$ cat config.mk
export PLATFORM = sky130hd
export DESIGN_NAME = csr_trap_ctrl
export DESIGN_NICKNAME = d
export VERILOG_FILES = /design/src/rtl/csr_trap_ctrl.sv
export SDC_FILE = /design/constraint.sdc
export NUM_CORES = 1
export LEC_CHECK = 0
export BUFFER_PORTS_ARGS = -buffer_cell sky130_fd_sc_hd__buf_2
export CORE_ASPECT_RATIO = 1.25
export CORE_MARGIN = 3
export CORE_UTILIZATION = 45
export DETAILED_ROUTE_END_ITERATION = 8
export PLACE_DENSITY = 0.87
export SLEW_MARGIN = 20
export SYNTH_ARGS = -nofsm -noshare
export SYNTH_HDL_FRONTEND = slang
export SYNTH_SLANG_ARGS = --single-unit
$ cat constraint.sdc
create_clock -name clk -period 2.65 [get_ports clk]
set_clock_uncertainty 0.1 [all_clocks]
set_input_delay 0.265 -clock clk [delete_from_list [all_inputs] [get_ports clk]]
set_output_delay 0.265 -clock clk [all_outputs]
set_load 0.01 [all_outputs]
$ cat src/rtl/csr_trap_ctrl.sv
`default_nettype none
// ============================================================================
// Module   : csr_trap_ctrl
// Purpose  : Owns the CSR file port; sequences machine-mode trap entry and
//            MRET through it, otherwise passes core CSR writes straight on.
// Revision : 1.0 - initial release
// ============================================================================
module csr_trap_ctrl (
    input  logic        clk,
    input  logic        rst,
    input  logic        exc_valid,
    input  logic [3:0]  exc_cause,
    input  logic [31:0] exc_pc,
    input  logic        irq_ext,
    input  logic [31:0] cur_pc,
    input  logic        mstatus_mie,
    input  logic        mie_meie,
    input  logic        mret_valid,
    input  logic        core_csr_we,
    input  logic [11:0] core_csr_addr,
    input  logic [31:0] core_csr_wdata,
    output logic        csr_we,
    output logic [11:0] csr_addr,
    output logic [31:0] csr_wdata,
    input  logic [31:0] csr_rdata,
    output logic        stall,
    output logic        redirect_valid,
    output logic [31:0] redirect_pc
);

    localparam logic [11:0] CSR_MSTATUS = 12'h300;
    localparam logic [11:0] CSR_MTVEC   = 12'h305;
    localparam logic [11:0] CSR_MEPC    = 12'h341;
    localparam logic [11:0] CSR_MCAUSE  = 12'h342;
    localparam logic [31:0] ALIGN_MASK  = 32'hFFFF_FFFC;
    localparam logic [31:0] IRQ_CAUSE   = 32'h8000_000B;

    typedef enum logic [3:0] {
        IDLE    = 4'd0,
        W_EPC   = 4'd1,
        W_CAUSE = 4'd2,
        R_STAT  = 4'd3,
        W_STAT  = 4'd4,
        R_TVEC  = 4'd5,
        M_RSTAT = 4'd6,
        M_WSTAT = 4'd7,
        M_REPC  = 4'd8,
        REDIR   = 4'd9
    } state_t;

    state_t      state_q, state_d;
    logic [31:0] epc_q, epc_d;
    logic [31:0] cause_q, cause_d;
    logic [31:0] stat_q, stat_d;
    logic [31:0] target_q, target_d;
    logic        is_irq_q, is_irq_d;

    logic        irq_pending;
    logic [31:0] trap_stat;
    logic [31:0] mret_stat;
    logic [31:0] tvec_base;

    assign irq_pending = irq_ext & mstatus_mie & mie_meie;
    assign tvec_base   = csr_rdata & ALIGN_MASK;

    // Trap entry: MPIE <- MIE, MIE <- 0, MPP <- M.  MRET: MIE <- MPIE, MPIE <- 1.
    always_comb begin
        trap_stat        = stat_q;
        trap_stat[7]     = stat_q[3];
        trap_stat[3]     = 1'b0;
        trap_stat[12:11] = 2'b11;
        mret_stat        = stat_q;
        mret_stat[3]     = stat_q[7];
        mret_stat[7]     = 1'b1;
    end

    always_comb begin
        state_d        = state_q;
        epc_d          = epc_q;
        cause_d        = cause_q;
        stat_d         = stat_q;
        target_d       = target_q;
        is_irq_d       = is_irq_q;
        stall          = 1'b1;
        csr_we         = 1'b0;
        csr_addr       = core_csr_addr;
        csr_wdata      = 32'h0;
        redirect_valid = 1'b0;
        redirect_pc    = 32'h0;

        case (state_q)
            IDLE: begin
                stall = 1'b0;
                if (exc_valid) begin
                    epc_d    = exc_pc & ALIGN_MASK;
                    cause_d  = {28'b0, exc_cause};
                    is_irq_d = 1'b0;
                    state_d  = W_EPC;
                    stall    = 1'b1;
                end else if (irq_pending) begin
                    epc_d    = cur_pc & ALIGN_MASK;
                    cause_d  = IRQ_CAUSE;
                    is_irq_d = 1'b1;
                    state_d  = W_EPC;
                    stall    = 1'b1;
                end else if (mret_valid) begin
                    state_d  = M_RSTAT;
                    stall    = 1'b1;
                end else begin
                    csr_we    = core_csr_we;
                    csr_wdata = core_csr_wdata;
                end
            end
            W_EPC: begin
                csr_we    = 1'b1;
                csr_addr  = CSR_MEPC;
                csr_wdata = epc_q;
                state_d   = W_CAUSE;
            end
            W_CAUSE: begin
                csr_we    = 1'b1;
                csr_addr  = CSR_MCAUSE;
                csr_wdata = cause_q;
                state_d   = R_STAT;
            end
            R_STAT: begin
                csr_addr = CSR_MSTATUS;
                stat_d   = csr_rdata;
                state_d  = W_STAT;
            end
            W_STAT: begin
                csr_we    = 1'b1;
                csr_addr  = CSR_MSTATUS;
                csr_wdata = trap_stat;
                state_d   = R_TVEC;
            end
            R_TVEC: begin
                csr_addr = CSR_MTVEC;
                // Vectored mode only applies to interrupts; exceptions use the base.
                if (csr_rdata[1:0] == 2'b01 && is_irq_q) begin
                    target_d = tvec_base + {26'b0, cause_q[3:0], 2'b00};
                end else begin
                    target_d = tvec_base;
                end
                state_d = REDIR;
            end
            M_RSTAT: begin
                csr_addr = CSR_MSTATUS;
                stat_d   = csr_rdata;
                state_d  = M_WSTAT;
            end
            M_WSTAT: begin
                csr_we    = 1'b1;
                csr_addr  = CSR_MSTATUS;
                csr_wdata = mret_stat;
                state_d   = M_REPC;
            end
            M_REPC: begin
                csr_addr = CSR_MEPC;
                target_d = csr_rdata & ALIGN_MASK;
                state_d  = REDIR;
            end
            REDIR: begin
                redirect_valid = 1'b1;
                redirect_pc    = target_q;
                state_d        = IDLE;
            end
            default: begin
                state_d = IDLE;
            end
        endcase

        // Outputs are gated while reset is held so an aborted write never lands.
        if (!rst) begin
            state_d        = IDLE;
            epc_d          = 32'h0;
            cause_d        = 32'h0;
            stat_d         = 32'h0;
            target_d       = 32'h0;
            is_irq_d       = 1'b0;
            stall          = 1'b0;
            csr_we         = 1'b0;
            csr_addr       = core_csr_addr;
            csr_wdata      = 32'h0;
            redirect_valid = 1'b0;
            redirect_pc    = 32'h0;
        end
    end

    always_ff @(posedge clk or negedge rst) begin
        if (!rst) begin
            state_q  <= IDLE;
            epc_q    <= 32'h0;
            cause_q  <= 32'h0;
            stat_q   <= 32'h0;
            target_q <= 32'h0;
            is_irq_q <= 1'b0;
        end else begin
            state_q  <= state_d;
            epc_q    <= epc_d;
            cause_q  <= cause_d;
            stat_q   <= stat_d;
            target_q <= target_d;
            is_irq_q <= is_irq_d;
        end
    end

endmodule
`default_nettype wire

Yosys cells after proc, flatten, opt, wreduce, memory -nomap -nowiden
Index checks and enable logic that the tools add are counted.
{ "op_classes": {"n_addsub": 1, "eq_ne": 15, "n_mux": 43, "n_bitwise": 2, "n_reduce_logical": 8} }
{ "ops": {"columns": ["op", "count"], "rows": [
  ["32-bit two-way mux", 18],
  ["32-bit one-hot mux with 5 select lines", 1],
  ["32-bit one-hot mux with 2 select lines", 1],
  ["12-bit one-hot mux with 4 select lines", 1],
  ["32-bit by 6-bit adder with 32-bit output", 1],
  ["4-bit one-hot mux with 8 select lines", 1],
  ["4-bit by 3-bit equality test with 1-bit output (second input constant)", 4],
  ["4-bit two-way mux", 4],
  ["1-bit two-way mux", 15],
  ["12-bit two-way mux", 1],
  ["4-bit by 2-bit equality test with 1-bit output (second input constant)", 2],
  ["4-bit equality test (second input constant)", 2],
  ["4-bit OR reduction", 2],
  ["3-bit by 1-bit != test with 1-bit output (second input constant)", 2],
  ["2-bit OR reduction", 3],
  ["5-bit != test (second input constant)", 1],
  ["4-bit by 1-bit equality test with 1-bit output (second input constant)", 1],
  ["4-bit zero test", 1],
  ["1-bit AND", 2],
  ["2-bit by 1-bit equality test with 1-bit output (second input constant)", 1],
  ["2-bit by 1-bit != test with 1-bit output (second input constant)", 1],
  ["2-bit != test (second input constant)", 1],
  ["1-bit one-hot mux with 2 select lines", 1],
  ["2-bit AND reduction", 1],
  ["1-bit logical AND", 1]
]} }
{ "totals": {"regBits": 133} }

Longest topological paths before layout
{ "depth": {"word_depth": 6, "mapped_depth": 9} }

Least setup slack after synthesis
OpenSTA, ideal clock, no wires.
{ "synth_path": {"path_type": "flip-flop to output port", "startpoint": "reg state_q[2]", "endpoint": "out csr_wdata[2]", "arrival_ns": 1.888, "required_time_ns": 2.285, "setup_slack_ns": 0.397, "path_stages_with_launch": 7, "path_buffers": 2, "path_cell_list": "dfrtp_1 > buf_2 > or4_4 > nor3_2 > buf_2 > nand2_1 > a21oi_1"} }
{ "synth_between": {"elab_chain_len": 3, "word_cells_on_any_way": 7} }
{ "synth_lines": {"columns": ["element", "line_no", "text"], "rows": [
  ["start, declared", "51", "state_t state_q, state_d;"],
  ["start signal, assigned", "199", "state_q <= state_d;"],
  ["4-bit by 3-bit equality test with 1-bit output, or another cell as far along", "91", "case (state_q)"],
  ["32-bit one-hot mux with 5 select lines (*)", "91", null],
  ["32-bit two-way mux (*)", "174", "if (!rst) begin"],
  ["end, declared", "24", "output logic [31:0] csr_wdata,"]
]} }
Mark *: on every way between the ends. The rest lies on a longest branch, timed or not.

Final worst setup path
{ "layout_path": {"startpoint": "reg state_q[3]", "endpoint": "out csr_wdata[6]"} }
The elaborated chain is that of the path after synthesis.

==> flow_summary.ini <==
[run_status]
status = finished with violations
violations = DRC, setup timing

[grt]
track_usage_pct = 25.04
grt_max_degree = 130
antenna_found_initial = 0
grt_overflow = 0
grt_pass1_vias = 5604
grt_first_pass_wirelength_mm = 28.84

[logic_synthesis]
synth-main-ff-cell = dfrtp_1
yosysUniqueCellTypes = 50
yosys-top-cells-count = 101 x dfrtp_1, 85 x nand2_1, 70 x o21ai_0
synth_area_um2 = 5866
synth_seq_cells = 101
synth_edf_count = 0
netlist_top_cells_area = dfrtp_1 43%, a222oi_1 9.9%, o21ai_0 6.0%
postSynth.asyncResetShare_pct = 100.0
yosys.area.top_type_share_pct = 43.09
synth_area_leader_cell = dfrtp_1
syn_inst = 671
yosys_warnings = 0
synth.most_common_cell = dfrtp_1
syn_avg_cell_area_um2 = 8.742
yosysSeqAreaShare_pct = 43.09

[sta]
setup_viol = 15
worstMarginPinSlew_ps = 578.3
fmax_ghz = 0.3721
rsz0062_at_grt = true
finalSetupTns_ps = -218.1
layout_setup_ws_ps = -37.37
period_minus_slack_ps = 2687
max_slew_margin_pct = 61.24
hold_viol_final = 0
fin_crit_sh_pct = 101.4
slew_violations = 0
timing.hold.ws_ps = 30.60

[pwr]
p_per_area_nw_per_um2 = 591.6
total_power_mw = 4.593
irDropWorstVdd_mv = 0.3211
power_leakage_nw = 3.911

[cts]
clock_path_buffers = 2
clock-sinks = 101
cts_tree = built
cts_root_buf = clkbuf_16
clk_pin_slew_ps = 70
htreeDepth = 3
cts-buffers-inserted = 9
clk_latency_ps = 340

[place]
dpl_worst_slack_ps = 214.8
place_inst = 1031
portBuffers = 224
hpwl_mm = 13.98
routabilityCongestion = 0.8878
dpl_cell_area_um2 = 7269

[setup_path]
slowest_delay_ps = 560
path_delay_family = simple AND/OR/NAND/NOR gates
arrival_ps = 2320
r2r-start = cause_q[0]
slowest_stage = or4_4
startpoint = state_q[3]
worst-path-max-fanout = 8
crit_path_end_kind = output port
crit_buf_inv = 3
required_ps = 2290
path_class = reg2out
path_cells = or4_4, nor3_4, buf_6, clkbuf_16, a222oi_1, nor2_1, buf_2
r2r_setup_slack_ps = 220
worstSetupStartpointType = flop

[routing]
drc = 1
viasPerCell = 5.877
first_pass_iters = 9
antenna_left = 0
drt_iter0_drc = 995
wirelength_mm = 19.89
wl_per_cell_um = 18.78
num_vias = 6224

[finish]
drive_gt1_share_pct = 33.56
fin_cells = 1059
syn2layout_area_growth_pct = 32.36
final_nets = 1043
diodes = 0
stdcell_area_um2 = 7764
post-route-util_pct = 61.04

[floorplanning]
row_count = 46
die_y_um = 133.6
io_pins = 231
initial_utilization_pct = 46.11
core_um2 = 12720
die_w_um = 108.1
die_area_um2 = 14450

[flow_run]
max_cap_violations = 0

[min_path]
min_from = cur_pc[22]
hold_path.class = in2reg
==> cell usage in the layout (no fill, tap or decap), types with 4 or more instances in the layout <==
cell | Yosys | routed
a211oi_1 | 7 | 7
a21o_1 | 5 | 5
a21oi_1 | 26 | 24
a222oi_1 | 58 | 58
a22o_1 | 5 | 5
a31oi_1 | 13 | 12
and2_1 | 38 | 38
and3_1 | 4 | 4
buf_12 | 0 | 5
buf_2 | 16 | 224
buf_4 | 2 | 21
buf_6 | 0 | 6
clkbuf_16 | 0 | 12
dfrtp_1 | 101 | 98
ha_1 | 4 | 4
inv_1 | 38 | 38
nand2_1 | 85 | 85
nand2b_1 | 10 | 9
nand3_1 | 11 | 11
nand4_1 | 13 | 13
nor2_1 | 49 | 48
o21ai_0 | 70 | 70
o31ai_1 | 5 | 5
or3_1 | 9 | 9
xor2_1 | 17 | 17
==> worst reg2reg max path, delay by kind of cell, from the launching register on <==
family,cells,cell delay [ps]
AO/OA/AOI/OAI,2,390
AND/OR/NAND/NOR,3,830
buffers and inverters,1,70
adder cells (fa/ha/maj),2,600
flip-flops,1,370
==> state kept, by name, summed over array words and instances, names as in the netlist <==
| signal | count |
|---|---|
| stat_q | 32 |
| is_irq_q | 1 |
| target_q | 30 |
| epc_q | 30 |
| cause_q | 4 |
| state_q | 4 |
==> final timing paths <==
kind	endpoint	depth (start not counted)
hold / removal	epc_q[22]	3
max in group asynchronous	stat_q[17]	4
hold reg to reg	stat_q[24]	2
min in group asynchronous	stat_q[11]	4
setup / recovery	csr_wdata[6]	7
setup reg to reg	target_q[30]	8
==> report_power, final <==
part / switching, mW / internal, mW
logic: 0.797 / 0.561
clock network: 0.590 / 0.761
registers: 0.151 / 1.73
==> cell type report <==
| cell class | count | area (um2) |
|---|---|---|
| tap | 168 | 210.2 |
| inverter | 40 | 150.1 |
| fill | 1099 | 4956 |
| timing repair buffer | 260 | 1531 |
| multi-input combinational | 474 | 3039 |
| sequential | 101 | 2531 |
| clock inverter | 5 | 58.81 |
| clock buffer | 11 | 242.7 |
==> layer usage <==
layer | up-vias | wire length, um | track usage [%]
met5 | - | 0 | 0
met4 | 0 | 456 | 6.596
met3 | 40 | 1963 | 5.138
met2 | 366 | 9619 | 41.22
met1 | 2931 | 7853 | 33.67
li1 | 2887 | - | -
==> repair_timing <==
action | in CTS | in global routing
hold buffers | 1 | 0
endpoints found under the setup margin | 10 | 59
setup buffers | 1 | 6
cloned | 0 | 4
pin swaps | 1 | 4
endpoints found under the hold margin | 96 | 0
resized for setup | 2 | 12
==> cell families (layout without fill, tap and decap cells) <==
family	count (synthesis)	after routing	share of synthesized area, %
xor gates and xnor gates	19	19	2.837
DFF	101	101	43.09
adders and majority gates	5	5	1.195
AOI/OAI and AO/OA	199	199	23.81
muxes	3	3	0.5120
and+or+nand+nor	246	246	21.82
buffers and inverters	97	316	6.677
other	1	2	0.06393
No activity file was read; power rests on OpenSTA's default activity.
